`config.mk`:
```
export PLATFORM = sky130hd
export DESIGN_NAME = irq_sequencer
export DESIGN_NICKNAME = d
export VERILOG_FILES = /design/src/rtl/irq_sequencer_pkg.sv /design/src/rtl/sat_counter.sv /design/src/rtl/irq_sequencer.sv
export SDC_FILE = /design/constraint.sdc
export NUM_CORES = 1
export LEC_CHECK = 0
export ABC_AREA = 1
export BUFFER_PORTS_ARGS = -buffer_cell sky130_fd_sc_hd__buf_2
export CORE_AREA = 3 3 67 69
export CTS_CLUSTER_SIZE = 28
export DETAILED_ROUTE_END_ITERATION = 8
export DIE_AREA = 0 0 70 72
export GPL_TIMING_DRIVEN = 0
export PLACE_DENSITY_LB_ADDON = 0.1
export SKIP_LAST_GASP = 1
export SYNTH_ARGS = -nofsm -noshare
export SYNTH_HDL_FRONTEND = slang
export SYNTH_SLANG_ARGS = --single-unit
```
`constraint.sdc`:
```
create_clock -name clk -period 3.4 [get_ports clk]
set_input_delay 0.51 -clock clk [delete_from_list [all_inputs] [get_ports clk]]
set_output_delay 0.51 -clock clk [all_outputs]
set_load 0.05 [all_outputs]
```
`src/rtl/irq_sequencer_pkg.sv`:
```
`default_nettype none
// ============================================================================
// Module   : irq_sequencer_pkg
// Purpose  : Shared constants for the interrupt service sequencer:
//            irq code values, FSM state encoding and a code normaliser.
// Ports    : none (package)
// Revision : 1.0 - initial release
// ============================================================================
package irq_sequencer_pkg;

  // Interrupt codes as delivered by the prioritiser
  localparam logic [1:0] IRQ_NONE = 2'b00;
  localparam logic [1:0] IRQ_WARN = 2'b01;
  localparam logic [1:0] IRQ_EMER = 2'b10;

  // Service FSM state encoding
  localparam int         ST_W       = 3;
  localparam logic [2:0] ST_IDLE    = 3'd0;
  localparam logic [2:0] ST_PRESENT = 3'd1;
  localparam logic [2:0] ST_SERVICE = 3'd2;
  localparam logic [2:0] ST_ACK     = 3'd3;
  localparam logic [2:0] ST_HOLDOFF = 3'd4;

  // Code 11 is an emergency; fold it onto 10 so the host only sees 01/10.
  function automatic logic [1:0] norm_code(input logic [1:0] code);
    return code[1] ? IRQ_EMER : code;
  endfunction

endpackage
`default_nettype wire

```
`src/rtl/sat_counter.sv`:
```
`default_nettype none
// ============================================================================
// Module   : sat_counter
// Purpose  : Event counter that sticks at its all-ones value.
// Ports    : clk   - clock, rising edge
//            rst   - asynchronous active-low reset
//            inc   - count one event
//            clear - synchronous clear (wins over inc)
//            count - current count
// Revision : 1.0 - initial release
// ============================================================================
module sat_counter #(
  parameter int CNT_W = 8
) (
  input  logic             clk,
  input  logic             rst,
  input  logic             inc,
  input  logic             clear,
  output logic [CNT_W-1:0] count
);

  logic [CNT_W-1:0] r_count;

  always_ff @(posedge clk or negedge rst) begin
    if (!rst) begin
      r_count <= '0;
    end else if (clear) begin
      r_count <= '0;
    end else if (inc && (r_count != {CNT_W{1'b1}})) begin
      r_count <= r_count + 1'b1;
    end
  end

  assign count = r_count;

endmodule
`default_nettype wire

```
`src/rtl/irq_sequencer.sv`:
```
`default_nettype none
// ============================================================================
// Module   : irq_sequencer
// Purpose  : Service controller for the interrupt prioritiser. Latches the
//            irq code, presents it to the host (valid/ready), waits for
//            host_done, pulses irq_ack, then masks warn for a holdoff window.
//            Includes a service watchdog, sticky alarm and event counters.
// Ports    : clk, rst (async active-low)
//            irq/irq_ack/irq_mask        - prioritiser side
//            cfg_we/cfg_mask             - software mask write
//            host_valid/host_code/host_ready/host_done - host side
//            timeout/alarm/alarm_clr     - watchdog
//            busy, warn_cnt, emer_cnt    - status
// Revision : 1.0 - initial release
// ============================================================================
module irq_sequencer
  import irq_sequencer_pkg::*;
#(
  parameter int TIMEOUT = 1000,
  parameter int TMR_W   = 16,
  parameter int HOLDOFF = 8,
  parameter int CNT_W   = 8
) (
  input  logic             clk,
  input  logic             rst,
  input  logic [1:0]       irq,
  output logic             irq_ack,
  output logic [1:0]       irq_mask,
  input  logic             cfg_we,
  input  logic [1:0]       cfg_mask,
  output logic             host_valid,
  output logic [1:0]       host_code,
  input  logic             host_ready,
  input  logic             host_done,
  output logic             timeout,
  output logic             alarm,
  input  logic             alarm_clr,
  output logic             busy,
  output logic [CNT_W-1:0] warn_cnt,
  output logic [CNT_W-1:0] emer_cnt
);

  localparam int HLD_W = $clog2(HOLDOFF + 1);

  logic [ST_W-1:0]  r_state;
  logic [ST_W-1:0]  w_next;
  logic [1:0]       r_code;
  logic [1:0]       r_sw_mask;
  logic [TMR_W-1:0] r_timer;
  logic [HLD_W-1:0] r_hold;
  logic             r_alarm;
  logic             r_timeout;

  logic w_active;
  logic w_start;
  logic w_preempt;
  logic w_done;
  logic w_expire;
  logic w_hold_end;

  assign w_active   = (r_state == ST_PRESENT) || (r_state == ST_SERVICE);
  assign w_start    = (r_state == ST_IDLE) && (irq != IRQ_NONE);
  // An emergency arriving while a warn is outstanding replaces it.
  assign w_preempt  = w_active && (r_code == IRQ_WARN) && irq[1];
  assign w_done     = (r_state == ST_SERVICE) && host_done;
  // Completion in the last allowed cycle beats the watchdog.
  assign w_expire   = w_active && !w_preempt && !w_done &&
                      (r_timer == TMR_W'(TIMEOUT - 1));
  assign w_hold_end = (r_hold == HLD_W'(HOLDOFF - 1));

  // --------------------------------------------------------------------------
  // FSM: state register
  // --------------------------------------------------------------------------
  always_ff @(posedge clk or negedge rst) begin
    if (!rst) begin
      r_state <= ST_IDLE;
    end else begin
      r_state <= w_next;
    end
  end

  // --------------------------------------------------------------------------
  // FSM: next-state logic
  // --------------------------------------------------------------------------
  always_comb begin
    w_next = r_state;
    case (r_state)
      ST_IDLE: begin
        if (w_start) w_next = ST_PRESENT;
      end
      ST_PRESENT: begin
        if (w_preempt)       w_next = ST_PRESENT;
        else if (w_expire)   w_next = ST_ACK;
        else if (host_ready) w_next = ST_SERVICE;
      end
      ST_SERVICE: begin
        if (w_preempt)                w_next = ST_PRESENT;
        else if (w_done || w_expire)  w_next = ST_ACK;
      end
      ST_ACK: begin
        w_next = ST_HOLDOFF;
      end
      ST_HOLDOFF: begin
        if (w_hold_end) w_next = ST_IDLE;
      end
      default: begin
        w_next = ST_IDLE;
      end
    endcase
  end

  // --------------------------------------------------------------------------
  // FSM: outputs (decoded from registers only)
  // --------------------------------------------------------------------------
  always_comb begin
    host_valid = (r_state == ST_PRESENT);
    irq_ack    = (r_state == ST_ACK);
    busy       = (r_state != ST_IDLE);
    // Warn is level-sensitive: keep it masked until the prioritiser has
    // dropped the serviced code.
    irq_mask   = (r_state == ST_HOLDOFF) ? (r_sw_mask | IRQ_WARN) : r_sw_mask;
  end

  assign host_code = r_code;
  assign timeout   = r_timeout;
  assign alarm     = r_alarm;

  // --------------------------------------------------------------------------
  // Datapath: code latch, watchdog timer, holdoff count, alarm, sw mask
  // --------------------------------------------------------------------------
  always_ff @(posedge clk or negedge rst) begin
    if (!rst) begin
      r_code    <= IRQ_NONE;
      r_sw_mask <= 2'b00;
      r_timer   <= '0;
      r_hold    <= '0;
      r_alarm   <= 1'b0;
      r_timeout <= 1'b0;
    end else begin
      r_timeout <= w_expire;

      // Set has priority over clear.
      if (w_expire && (r_code == IRQ_EMER)) begin
        r_alarm <= 1'b1;
      end else if (alarm_clr) begin
        r_alarm <= 1'b0;
      end

      if (cfg_we) begin
        r_sw_mask <= cfg_mask;
      end

      if (w_start) begin
        r_code  <= norm_code(irq);
        r_timer <= '0;
      end else if (w_preempt) begin
        r_code  <= IRQ_EMER;
        r_timer <= '0;
      end else if (w_active) begin
        r_timer <= r_timer + 1'b1;
      end

      if (r_state == ST_HOLDOFF) begin
        r_hold <= r_hold + 1'b1;
      end else begin
        r_hold <= '0;
      end
    end
  end

  // --------------------------------------------------------------------------
  // Event counters
  // --------------------------------------------------------------------------
  logic w_warn_inc;
  logic w_emer_inc;

  assign w_warn_inc = w_start && (irq == IRQ_WARN);
  assign w_emer_inc = (w_start && irq[1]) || w_preempt;

  sat_counter #(.CNT_W(CNT_W)) u_warn_cnt (
    .clk   (clk),
    .rst   (rst),
    .inc   (w_warn_inc),
    .clear (1'b0),
    .count (warn_cnt)
  );

  sat_counter #(.CNT_W(CNT_W)) u_emer_cnt (
    .clk   (clk),
    .rst   (rst),
    .inc   (w_emer_inc),
    .clear (1'b0),
    .count (emer_cnt)
  );

endmodule
`default_nettype wire
```
==> run summary <==
The run finished with clean final reports. The power dissipated by switching net loads is 991 µW. The design internal power is 1.05 mW. The synthesized design contains 45 register bits. The number of antenna violations at the first check in global routing is 0. In this run the deepest clock path goes through 2 buffers. The clock net in this run drives a total of 45 sinks. The longest individual stage delay on the worst path came out at 0.43 ns. The CTS buffer count came out at 5. The sequential element share of the synthesized area is 47.0%.

Across the run, the number of max-cap violations was 0. The count of antenna diodes in the layout is 0. The global placer's final weighted congestion is 0.932. The fill cell instance count of the final layout is 355. Compared with the post-synthesis result, the final layout area differs by 13.2%. The final-report max-slew violation count was 0. The DRC marker count from the first detailed-route iteration came out at 123. The floorplan has 23 rows.

In the layout the commonest cells are nand2_1 (71), dfrtp_1 (45), inv_1 (43), nor2_1 (35), buf_2 (34). Global routing used 19.7% of the available tracks across all layers. Across all layers, the routed design uses 2075 vias.

The post-route clock period utilization is 55.1%. The gate count of the mapped netlist came out at 306. The final standard cell area without fillers came out at 0.00271 mm². The first-pass GRT wire length came out at 7960 µm.

The detailed placement HPWL is 3500 µm. Walking the worst path, the cells encountered are nor2_2 > nand2_1 > nand2_1 > buf_2. The maximum clock rate is 0.534 GHz.

The total of endpoints with negative setup slack in the final report is 0. Setup total negative slack on the finished layout was measured at 0 ns. The nature of the critical path startpoint is a flip-flop. The core area is 0.00397 mm². The detailed-router iteration count before antenna repair came out at 4. By area the synthesized netlist is led by dfrtp_1 (47%), nand2_1 (11%), inv_1 (6.7%). The fraction of power consumed by combinational cells is 48.0%. For this design the top-level I/O count stands at 35. TritonCTS built the clock tree.

Of all nets on the critical path, the largest fanout is 5. The number of global-route vias before repair came to 1844. The DRC violation count after routing is 0. The worst hold path belongs to the class input pin to asynchronous set/reset pin. The count of different cell masters after synthesis came out at 30. The worst endpoint required time is 2.89 ns. The power after layout came out at 2.04 mW. The cell type of the slowest stage on the worst timing path is dfrtp_1.

The total power divided by cell area is 753 mW/mm². The total count of hold-check failures in the final report came out at 0. The capturing element type of the critical path is an output pin. The maximum ir drop on the vdd rail is 0.000438 V.

The clock slew at the register clock pins of the worst setup and hold paths came out at 0.08 ns. In this run the static leakage power is 1.41 nW. In this run the tool buffered the top-level ports with 34 buffer cells. The average instance in the mapped netlist occupies 7.83 µm².

Once detail routing completed, the nets flagged for antenna violations numbered 0. The tightest hold path in the finished design has a slack of 0.368 ns. The area share of the largest cell type after synthesis is 47.0%. The post-cts hold buffer count is 0. At the pin with the least slew margin, the transition time is 0.992 ns. Counting stages on the worst path, the most repeated cell is nand2_1. The type of the worst setup path is flip-flop to output pin. The maximum level of the CTS H-tree is 2. The clock insertion delay at the later pin of the skew report is 0.30 ns. The post-synth net total came out at 320.

The layout cell share with drive strength beyond 1 came out at 17.8%. The net count of the finished layout is 361. Data arrives at the worst endpoint at 1.36 ns. The post-detailed-placement cell area is 0.00263 mm².

The share of total power in the clock network is 15.8%. The sum of overflow across all layers after global routing is 0. The clock tree skew after final layout is 0.00446 ns. The routed length per placed instance is 11.8 µm. For this run, the number of Yosys warnings is 0. The biggest area contributor in the post-synthesis netlist is dfrtp_1. The largest net degree at the start of global routing came out at 46.

The tree is rooted in a clkbuf_8. The number of setup buffers added after CTS is 0. The final critical-path required period is 1.87 ns.

The worst slew margin relative to its limit came out at 33.9%. From bottom edge to top edge, the die measures 72 µm. Leaving out fill and tap cells, the most frequent cell in the layout is nand2_1. The vias per cell is 5.21.

The cell area after synthesis came out at 0.00239 mm². The switching share of power is 48.5%. The final layout contains routed wiring with a total length of 4680 µm. The register share of total power came out at 36.2%. Setup repair after global routing left no endpoint under its margin. The die covers 0.00504 mm².

For this configuration, the core starts out at a cell density of 60.3%. Measured along the x axis, the die boundary spans 70 µm. The post-cts repair resize count came out at 0.
state kept, by name (all words and copies together) (netlist names):
signal            cells
r_timer              16
r_sw_mask             2
alarm                 1
r_hold                4
u_warn_cnt.count      8
timeout               1
r_state               3
u_emer_cnt.count      8
host_code             2
routing by layer:
metal / part of all wire (%) / track usage (%) / up-vias
met5: 0 / 0 / -
met4: 1.4 / 6.38 / 0
met3: 5.2 / 4.71 / 6
met2: 48 / 33.4 / 51
met1: 45 / 25.0 / 963
li1: - / - / 1055
cells by family (layout without fill, tap and decap cells):
family | count (synthesis) | in the layout | share of synthesized area, %
adders and majority gates | 4 | 4 | 2.09
buffers and inverters | 50 | 92 | 8.31
muxes | 1 | 1 | 0.470
and+or+nand+nor | 156 | 156 | 28.5
AOI/OAI and AO/OA | 37 | 37 | 8.57
DFF | 45 | 45 | 47.0
xor gates and xnor gates | 13 | 13 | 5.07
stage by stage:
step	utilization [%]	std cells	setup WS, ns
floorplan	-	306	1.33
global placement	66.2	390	1.63
detailed placement	66.2	390	1.62
CTS	68.3	398	1.50
global route	68.3	398	1.41
finish	68.3	398	1.53
critical path, delay by kind of cell, from the launching register on:
family / cells / cell delay [ns]
buffers and inverters: 1 / 0.25
DFF: 1 / 0.43
and+or+nand+nor: 3 / 0.39
cells in the mapped netlist:
| cell type | count |
|---|---|
| nand2_1 | 71 |
| dfrtp_1 | 45 |
| inv_1 | 43 |
| nor2_1 | 35 |
| nand3_1 | 22 |
| o21ai_0 | 17 |
| nor3_1 | 13 |
| a21oi_1 | 11 |
| xnor2_1 | 7 |
| inv_2 | 5 |
| xor2_1 | 5 |
| ha_1 | 4 |
| nand2_2 | 4 |
| nand4_1 | 4 |
| nor2_2 | 2 |
| nor2_4 | 2 |
| o21ai_1 | 2 |
| o21ai_2 | 2 |
| a21oi_2 | 1 |
| a22o_1 | 1 |
| a22oi_1 | 1 |
| a31oi_1 | 1 |
| and3_1 | 1 |
| buf_4 | 1 |
| buf_6 | 1 |
| mux2_2 | 1 |
| nand2_4 | 1 |
| o22ai_1 | 1 |
| or2_2 | 1 |
| xor2_2 | 1 |
path summary, 6_finish.rpt:
check / startpoint / to / slack [ns] / cells past startpoint
hold / removal: rst / r_timer[3] / 0.37 / 1
max in group asynchronous: rst / r_timer[5] / 2.42 / 1
min in group clk: alarm_clr / alarm / 0.39 / 2
setup / recovery: r_state[1] / irq_mask[0] / 1.53 / 4
setup reg to reg: r_timer[0] / r_timer[8] / 1.68 / 8
hold reg to reg: r_hold[0] / r_hold[0] / 0.48 / 1
layout make-up:
cell class                      count  area (µm²)  share of cell area, %
Tap cell                           50        62.6                   2.31
Sequential cell                    45        1130                   41.5
Buffer                              2        18.8                  0.692
Timing Repair Buffer               34         170                   6.28
Clock buffer                        7        76.3                   2.81
Clock inverter                      1        7.51                  0.277
Inverter                           48         180                   6.65
Multi-Input combinational cell    211        1070                   39.5
power by group through the flow:
stage	combinational (mW)	clock, mW	sequential, mW
finish	0.980	0.323	0.740
CTS	0.990	0.333	0.740
global placement	0.972	0	0.746
floorplan	0.562	0	0.952
detailed placement	0.985	0	0.751
global route	1.08	0.355	0.757
No activity file was read; power rests on OpenSTA's default activity.
